**src/rtl/fan_pkg.sv**
```systemverilog
// -----------------------------------------------------------------------------
// fan_pkg
// Constants and types shared by the fan PWM generator and the fan PWM decoder.
//   FAN_PERIOD  : nominal PWM frame length in clk cycles (one frame per code)
//   FAN_TOL     : accepted period deviation, +/- cycles
//   FAN_TIMEOUT : cycles without a rising edge before the line counts as stuck
//   FAN_CNT_W   : counter width that holds FAN_TIMEOUT
//   fan_state_t : decoder state, IDLE / MEASURE
//   sat_duty()  : clamp a high-time count to an 8-bit speed code
// -----------------------------------------------------------------------------
package fan_pkg;

   localparam int unsigned FAN_PERIOD  = 256;
   localparam int unsigned FAN_TOL     = 4;
   localparam int unsigned FAN_TIMEOUT = 512;
   localparam int unsigned FAN_CNT_W   = 10;

   // Decoder state encoding, kept as plain constants for legacy tools.
   typedef logic [0:0] fan_state_t;
   localparam fan_state_t IDLE    = 1'b0;
   localparam fan_state_t MEASURE = 1'b1;

   // High times above 255 (frames up to PERIOD+TOL long) saturate.
   function automatic logic [7:0] sat_duty(input int unsigned cnt);
      return (cnt > 32'd255) ? 8'hFF : cnt[7:0];
   endfunction

endpackage

```
**src/rtl/pwm_edge_sync.sv**
```systemverilog
// -----------------------------------------------------------------------------
// pwm_edge_sync
// Brings the asynchronous PWM line into the clk domain and flags rising edges.
// Build option: FAN_PWM_DEGLITCH_EN inserts a 3-sample majority filter after
// the synchronizer (rejects single-cycle pulses, adds 2 cycles of latency).
// Ports:
//   clk    in   system clock
//   arst   in   asynchronous reset, active-low
//   pwm_in in   asynchronous PWM input
//   level  out  synchronized (optionally filtered) line level
//   rise   out  one-cycle flag: level went 0 -> 1
// -----------------------------------------------------------------------------
module pwm_edge_sync
   import fan_pkg::*;
(
   input  logic clk,
   input  logic arst,
   input  logic pwm_in,
   output logic level,
   output logic rise
);

   logic sync_1;
   logic sync_2;
   logic filt;
   logic level_d;

   always_ff @(posedge clk or negedge arst) begin
      if (!arst) begin
         sync_1 <= 1'b0;
         sync_2 <= 1'b0;
      end else begin
         sync_1 <= pwm_in;
         sync_2 <= sync_1;
      end
   end

`ifdef FAN_PWM_DEGLITCH_EN
   logic hist_1;
   logic hist_2;
   logic maj_q;

   // Majority of the current and two previous synchronized samples; a lone
   // sample of either polarity never wins the vote.
   always_ff @(posedge clk or negedge arst) begin
      if (!arst) begin
         hist_1 <= 1'b0;
         hist_2 <= 1'b0;
         maj_q  <= 1'b0;
      end else begin
         hist_1 <= sync_2;
         hist_2 <= hist_1;
         maj_q  <= (sync_2 & hist_1) | (sync_2 & hist_2) | (hist_1 & hist_2);
      end
   end

   assign filt = maj_q;
`else
   assign filt = sync_2;
`endif

   always_ff @(posedge clk or negedge arst) begin
      if (!arst) begin
         level_d <= 1'b0;
      end else begin
         level_d <= filt;
      end
   end

   assign level = filt;
   assign rise  = filt & ~level_d;

endmodule

```
**src/rtl/fan_pwm_decoder.sv**
```systemverilog
// -----------------------------------------------------------------------------
// fan_pwm_decoder
// Measures high time and period of a PWM line between consecutive rising
// edges and recovers the 8-bit speed code; flags malformed or stuck lines.
// Build option: FAN_PWM_DEGLITCH_EN (see pwm_edge_sync) adds a deglitch filter.
// Parameters: PERIOD, TOL, TIMEOUT, CNT_W (CNT_W must hold TIMEOUT).
// Ports:
//   clk        in   system clock
//   arst       in   asynchronous reset, active-low
//   pwm_in     in   asynchronous PWM input
//   duty       out  last recovered speed code
//   duty_valid out  one-cycle pulse when duty is written
//   period_err out  one-cycle pulse when a period falls outside PERIOD+/-TOL
//   stuck      out  level; no rising edge seen for TIMEOUT cycles
// -----------------------------------------------------------------------------
module fan_pwm_decoder
   import fan_pkg::*;
#(
   parameter int unsigned PERIOD  = FAN_PERIOD,
   parameter int unsigned TOL     = FAN_TOL,
   parameter int unsigned TIMEOUT = FAN_TIMEOUT,
   parameter int unsigned CNT_W   = FAN_CNT_W
) (
   input  logic       clk,
   input  logic       arst,
   input  logic       pwm_in,
   output logic [7:0] duty,
   output logic       duty_valid,
   output logic       period_err,
   output logic       stuck
);

   localparam logic [CNT_W-1:0] PER_MIN = CNT_W'(PERIOD - TOL);
   localparam logic [CNT_W-1:0] PER_MAX = CNT_W'(PERIOD + TOL);
   localparam logic [CNT_W-1:0] CNT_MAX = CNT_W'(TIMEOUT);
   localparam logic [CNT_W-1:0] CNT_ONE = CNT_W'(1);

   logic level;
   logic rise;

   pwm_edge_sync u_edge (
      .clk    (clk),
      .arst   (arst),
      .pwm_in (pwm_in),
      .level  (level),
      .rise   (rise)
   );

   fan_state_t       state_q;
   fan_state_t       state_d;
   logic [CNT_W-1:0] per_cnt_q;
   logic [CNT_W-1:0] per_cnt_d;
   logic [CNT_W-1:0] hi_cnt_q;
   logic [CNT_W-1:0] hi_cnt_d;
   logic [7:0]       duty_d;
   logic             duty_valid_d;
   logic             period_err_d;
   logic             stuck_d;
   logic             per_ok;

   assign per_ok = (per_cnt_q >= PER_MIN) && (per_cnt_q <= PER_MAX);

   always_comb begin
      state_d      = state_q;
      per_cnt_d    = per_cnt_q;
      hi_cnt_d     = hi_cnt_q;
      duty_d       = duty;
      duty_valid_d = 1'b0;
      period_err_d = 1'b0;
      stuck_d      = stuck;

      case (state_q)
         IDLE: begin
            // The frame in progress here is partial, so it is never reported.
            per_cnt_d = '0;
            hi_cnt_d  = '0;
            if (rise) begin
               state_d   = MEASURE;
               per_cnt_d = CNT_ONE;
               hi_cnt_d  = CNT_ONE;
            end
         end
         MEASURE: begin
            if (rise) begin
               // A rise coinciding with a full TIMEOUT count lands here and
               // fails the period window.
               if (per_ok) begin
                  duty_d       = sat_duty(32'(hi_cnt_q));
                  duty_valid_d = 1'b1;
                  stuck_d      = 1'b0;
               end else begin
                  period_err_d = 1'b1;
               end
               per_cnt_d = CNT_ONE;
               hi_cnt_d  = CNT_ONE;
            end else if (per_cnt_q >= CNT_MAX) begin
               duty_d       = level ? 8'hFF : 8'h00;
               duty_valid_d = 1'b1;
               stuck_d      = 1'b1;
               state_d      = IDLE;
               per_cnt_d    = '0;
               hi_cnt_d     = '0;
            end else begin
               per_cnt_d = per_cnt_q + CNT_ONE;
               if (level && (hi_cnt_q < CNT_MAX)) begin
                  hi_cnt_d = hi_cnt_q + CNT_ONE;
               end
            end
         end
         default: begin
            state_d   = IDLE;
            per_cnt_d = '0;
            hi_cnt_d  = '0;
         end
      endcase
   end

   always_ff @(posedge clk or negedge arst) begin
      if (!arst) begin
         state_q    <= IDLE;
         per_cnt_q  <= '0;
         hi_cnt_q   <= '0;
         duty       <= 8'h00;
         duty_valid <= 1'b0;
         period_err <= 1'b0;
         stuck      <= 1'b0;
      end else begin
         state_q    <= state_d;
         per_cnt_q  <= per_cnt_d;
         hi_cnt_q   <= hi_cnt_d;
         duty       <= duty_d;
         duty_valid <= duty_valid_d;
         period_err <= period_err_d;
         stuck      <= stuck_d;
      end
   end

endmodule

```
**config.mk**
```make
export PLATFORM = sky130hd
export DESIGN_NAME = fan_pwm_decoder
export DESIGN_NICKNAME = d
export VERILOG_FILES = /design/src/rtl/fan_pkg.sv /design/src/rtl/pwm_edge_sync.sv /design/src/rtl/fan_pwm_decoder.sv
export SDC_FILE = /design/constraint.sdc
export NUM_CORES = 1
export LEC_CHECK = 0
export ABC_CLOCK_PERIOD_IN_PS = 2700
export BUFFER_PORTS_ARGS = -buffer_cell sky130_fd_sc_hd__buf_4
export CORE_MARGIN = 2
export CORE_UTILIZATION = 62
export DETAILED_ROUTE_END_ITERATION = 10
export MAX_ROUTING_LAYER = met4
export PLACE_DENSITY = 0.82
export SLEW_MARGIN = 20
export SYNTH_ARGS = -nofsm -noshare
export SYNTH_HDL_FRONTEND = slang
export SYNTH_HIERARCHICAL = 1
export SYNTH_SLANG_ARGS = --single-unit
```
**constraint.sdc**
```tcl
create_clock -name clk -period 2.7 [get_ports clk]
set_input_delay 0.405 -clock clk [delete_from_list [all_inputs] [get_ports clk]]
set_output_delay 0.405 -clock clk [all_outputs]
set_load 0.005 [all_outputs]
```
# After elaboration in Yosys (flattened, before gate mapping)

Index checks and enable logic that the tools add are counted.

$lt $le $gt $ge: 5
Reductions and logical operators: 4
Bitwise operators: 3
Add/subtract/negate cells: 2
Muxes and demuxes: 27
Equality and inequality tests: 2

Operators with widths:

| cell                                                            | count |
|---|---|
| 2-to-1 mux 10 bit                                               | 5 |
| 2-to-1 mux 8 bit                                                | 5 |
| case mux 10 bit (2 select lines)                                | 2 |
| adder 10 x 1 -> 10 bit (second input constant)                  | 2 |
| 2-to-1 mux 1 bit                                                | 14 |
| >= comparator 10 bit (second input constant)                    | 1 |
| >= comparator 10 x 8 -> 1 bit (second input constant)           | 1 |
| greater-than comparator 10 x 8 -> 1 bit (second input constant) | 1 |
| <= comparator 10 x 9 -> 1 bit (second input constant)           | 1 |
| < comparator 10 bit (second input constant)                     | 1 |
| != test 4 x 2 -> 1 bit (second input constant)                  | 1 |
| AND reduction 3 bit                                             | 1 |
| logical AND 1 bit                                               | 2 |
| != test 2 x 1 -> 1 bit (second input constant)                  | 1 |
| inverter 1 bit                                                  | 2 |
| case mux 1 bit (2 select lines)                                 | 1 |
| nonzero test 2 bit                                              | 1 |
| AND 1 bit                                                       | 1 |

Register bits after elaboration: 35
Input port bits: 3
Logic and storage cells: 53

# Longest topological paths before layout

Word-level depth: 6
Gate-level depth with buffers: 7
Gate-level depth less buffers: 6

# By module

Netlist, hierarchy kept.

Modules (own cells, without submodules):

| module          | area an instance (um^2) | seq. area each (um^2) | times used | cells an instance |
|---|---|---|---|---|
| fan_pwm_decoder | 1550.2                  | 800.8                 | 1          | 143 |
| pwm_edge_sync   | 88.8                    | 75.1                  | 1          | 4 |

# Worst setup path after synthesis

No wires, ideal clock.

Kind: reg-to-reg
Start: register u_edge.sync_2, in the netlist u_edge/level
End: register duty[0]
Cell stages (with the launch flop): 6
Period minus slack after synthesis: 1.665 ns
Setup time: 0.122 ns
Required time: 2.578 ns
Buffers on the path: 0
Data arrival time: 1.544 ns
Setup slack: 1.035 ns
Path through: dfrtp_1 -> nor2b_4 -> inv_2 -> or4_1 -> a21o_2 -> a2bb2oi_2

Cells in the longest elaborated chain, start to end: 3
Elaborated cells between the ends (all ways): 7
Those cells by class: eq/ne (1); mux (3); bitwise (1); reduce/logical (2)

RTL lines:

| element                                                                       | line                   | source |
|---|---|---|
| start, declared                                                               | pwm_edge_sync.sv:24    | `logic sync_2;` |
| start signal, assigned                                                        | pwm_edge_sync.sv:34    | `sync_2 <= sync_1;` |
| AND 1 bit (*)                                                                 | pwm_edge_sync.sv:71    | `assign rise = filt & ~level_d;` |
| net rise                                                                      | fan_pwm_decoder.sv:39  | `logic rise;` |
| != test 2 x 1 -> 1 bit (no source line) or nonzero test 2 bit (tied branches) | n/a                    |  |
| AND reduction 3 bit (no source line)                                          | n/a                    |  |
| end signal, assigned                                                          | fan_pwm_decoder.sv:131 | `duty <= duty_d;` |
| end, declared                                                                 | fan_pwm_decoder.sv:27  | `output logic [7:0] duty,` |

The timed path passes the listed nets; every way through them passes the cells marked *. The select of a mux whose other input is x is not followed.
A chain may end at the register's enable or synchronous reset.

# Worst setup path after layout

Start: register u_edge.sync_2, in the netlist u_edge/level
End: register duty[3]

The elaborated chain is that of the path after synthesis.

==> summary.txt <==
STA
  – Fmax: 0.5333 GHz
  – Minimum clock period: 1.875 ns
  – Actual slew at the worst max-slew pin: 0.5587 ns
  – WHS: -0.008762 ns
  – RSZ-0062 raised after global routing: false
  – Final hold viol count: 10
  – Final setup fails: 0
  – Final slew viol count: 0
  – Setup TNS: 0 ns
  – Skew final: 0.01191 ns
  – Tcrit/Tclk final: 69.45%
  – Max transition margin: 62.67%

Synthesis
  – Avg Cell Area, Syn: 11.15 sq um
  – Netlist cell types: 37
  – Largest cells by area after synthesis: dfrtp_1 (53%), a2bb2oi_2 (7.3%), nor2_1 (4.1%)
  – Syn. warnings: 6
  – Sequential fraction of the synthesis area: 53.44%
  – Yosys reg bits: 35
  – Synth Area in Compound Gates: 14.89%
  – Post-Synthesis Cells: 147
  – Largest family of logic cells by synthesized area: simple AND/OR/NAND/NOR gates
  – Post-Synth Adder-Cell Area: 2.290%
  – Post-Synth Simple-Gate Area: 20.08%
  – Syn_nets: 153
  – Post-synth top area cell: dfrtp_1
  – Synth top area share: 53.44%
  – Post-synth EDFFs: 0
  – Most frequent cells after synthesis: dfrtp_1 (35), nor2_1 (18), a21oi_1 (12), nand2_1 (9), a2bb2oi_2 (8)
  – Count leader, synth: dfrtp_1
  – Syn Std Cell Area: 0.001639 sq mm
  – Main synth FF type: dfrtp_1
  – Synth Area in XOR/XNOR: 6.412%
  – Asr flop ratio synth: 100.0%
  – Mux cell area share after synthesis: 0.6107%

Floorplan
  – Die area: 0.003071 sq mm
  – Core Box Area: 0.002500 sq mm
  – FP Rows: 18
  – Die Wd: 55.42 microns
  – Die height: 55.42 microns
  – IO Count: 14
  – Initial Utilization: 65.57%

Status
  – Failing checks: hold timing
  – Status: finished with violations

Pwr
  – Pint: 0.0008013 W
  – Net Sw Frac: 28.03%
  – Part of the power in registers: 58.0%
  – Worst IR Drop VDD: 0.0006284 V
  – Gate power share: 13.5%
  – Clock share of power: 28.6%
  – P_leak: 0.8406 nW
  – P per Cell Area: 610.3 mW/mm^2
  – Psw: 0.0003121 W

Critical path
  – R2r startpoint: u_edge/level
  – WS Path Type: flip-flop to flip-flop
  – Crit. Startpoint: u_edge/level
  – Worst Setup End Kind: flip-flop
  – WP data required: 2.91 ns
  – Worst R2R Path Depth: 5
  – CP cell instances: nor2b_4 > inv_2 > or4_1 > a21o_2 > a2bb2oi_2
  – Slowest-stage cell, CP: or4_1
  – R2R Setup Slk: 0.82 ns
  – WP data arrival: 2.08 ns
  – Worst-path maximum fanout: 9
  – Worst path max stage delay: 0.52 ns
  – Crit path launch type: flip-flop
  – Reg2Reg Capture Point: duty[3]

Detailed routing
  – Remaining antenna violation count: 0
  – DRC viols: 0
  – Routed vias: 1134
  – Wire per inst: 14.73 microns
  – DR iter-0 viols: 51
  – First-pass DRT Iterations: 5
  – Post-Route WL: 2873 microns
  – Via density: 5.815

Clock network
  – TritonCTS clock tree: built
  – Clock transition at path regs: 0.11 ns
  – CTS Sinks: 35
  – Hold bufs inserted after CTS: 0
  – Post_cts resized: 0
  – Setup repair bufs after CTS: 0
  – H-Tree Depth: 2
  – Inserted Clock Buffers: 5
  – Root Buffer: clkbuf_4
  – Max clock buf depth: 2
  – Worst skew pair latency: 0.34 ns

Placement
  – I/O Buffers: 13
  – Gpl congestion: 0.8031
  – DPL Wire Length: 1955 microns
  – Area post-placement: 0.001755 sq mm

Global route
  – Vias in the first global route: 1118
  – Initial antenna violation count: 0
  – Global-route wire length before repair: 5078 microns
  – Grt ovf: 0
  – Tot GR Track Use: 21.53%
  – Largest net degree at the start of global routing: 36

Job
  – MaxCap Viol Count: 0

Layout
  – Fin util: 72.97%
  – Number of inserted diodes: 0
  – Biggest regs: hi_cnt_q: 10 flops, per_cnt_q: 10 flops, duty: 8 flops
  – Final Net Count: 170
  – # fillers: 170
  – Layout cells sized above 1: 21.82%
  – Design Area, Final: 0.001824 sq mm
  – Synth-to-Final Area Change: 11.30%

Min path
  – Worst hold path class: input port to asynchronous set/reset pin
[critical path: cells and delay by family, from the launching register on]
kind / cells / cell delay, ns
AOI/OAI and AO/OA: 2 / 0.45
buffers and inverters: 1 / 0.09
DFF: 1 / 0.48
and+or+nand+nor: 2 / 0.74
[power by group through the flow]
stage,sequential [W],combinational (W),clock [W]
floorplan,0.000634,0.000116,0
global placement,0.000648,0.000143,0
detailed placement,0.000653,0.000148,0
CTS,0.000644,0.000153,0.000324
global route,0.000655,0.000170,0.000346
finish,0.000645,0.000150,0.000318
[cells by family after synthesis]
kind of cell             count (synthesis)
AO/OA/AOI/OAI                           30
XOR/XNOR                                12
adder cells (fa/ha/maj)                  3
buffers and inverters                    8
flip-flops                              35
multiplexers                             1
AND/OR/NAND/NOR                         58
[per-layer routing]
layer  global-route usage (%)  vias to the layer above  routed length [microns]
met5                        -                        -                        0
met3                    5.152                        7                      104
li1                         -                      549                        -
met1                    28.73                      555                     1443
met4                    10.10                        0                       42
met2                    31.12                       23                     1282
[cell usage in the layout (no fill, tap or decap), types with 2 or more instances in the layout]
| master | count |
|---|---|
| nand3_2 | 2 |
| buf_4 | 13 |
| nand3_1 | 2 |
| xor2_1 | 7 |
| clkbuf_8 | 2 |
| nor3_1 | 3 |
| nand2_1 | 9 |
| nor2_1 | 18 |
| and3_1 | 3 |
| or3_1 | 2 |
| clkbuf_4 | 5 |
| a21oi_1 | 12 |
| nor2b_4 | 2 |
| xnor2_1 | 5 |
| nor2b_1 | 2 |
| inv_1 | 4 |
| a2bb2oi_2 | 8 |
| nand2b_1 | 3 |
| dfrtp_1 | 35 |
| nand4_1 | 4 |
| o21ai_0 | 5 |
| ha_1 | 3 |
[worst max-delay path by stage]
| stage | endpoint | slack, ns | depth (start not counted) |
|---|---|---|---|
| final | duty[3] | 0.82 | 5 |
| after global routing | duty[2] | 0.72 | 5 |
| after CTS | duty[3] | 0.83 | 5 |
| after detailed placement | duty[3] | 0.85 | 5 |
| after global placement | duty[2] | 0.90 | 5 |
| after floorplan | duty[0] | 1.03 | 5 |
[area by class of cell]
| type | instances | area, sq um | area share, % |
|---|---|---|---|
| sequential | 35 | 875.8 | 48.01 |
| multi-input combinational | 104 | 725.7 | 39.78 |
| timing repair buffer | 13 | 97.59 | 5.350 |
| clock buffer | 8 | 68.82 | 3.772 |
| tap | 30 | 37.54 | 2.058 |
| inverter | 5 | 18.77 | 1.029 |
[per-stage QoR]
stage	hold slack (ns)	std cells	total power [W]	worst slack [ns]
5_1_grt	0.01670	195	0.001171	0.7232
3_5_place_dp	0.3394	187	0.0008017	0.8487
3_3_place_gp	0.3356	187	0.0007913	0.8994
4_1_cts	0.006457	195	0.001121	0.8343
2_1_floorplan	0.1094	147	0.0007496	1.035
6_report	-0.008762	195	0.001113	0.8249
No activity file was read; power rests on OpenSTA's default activity.
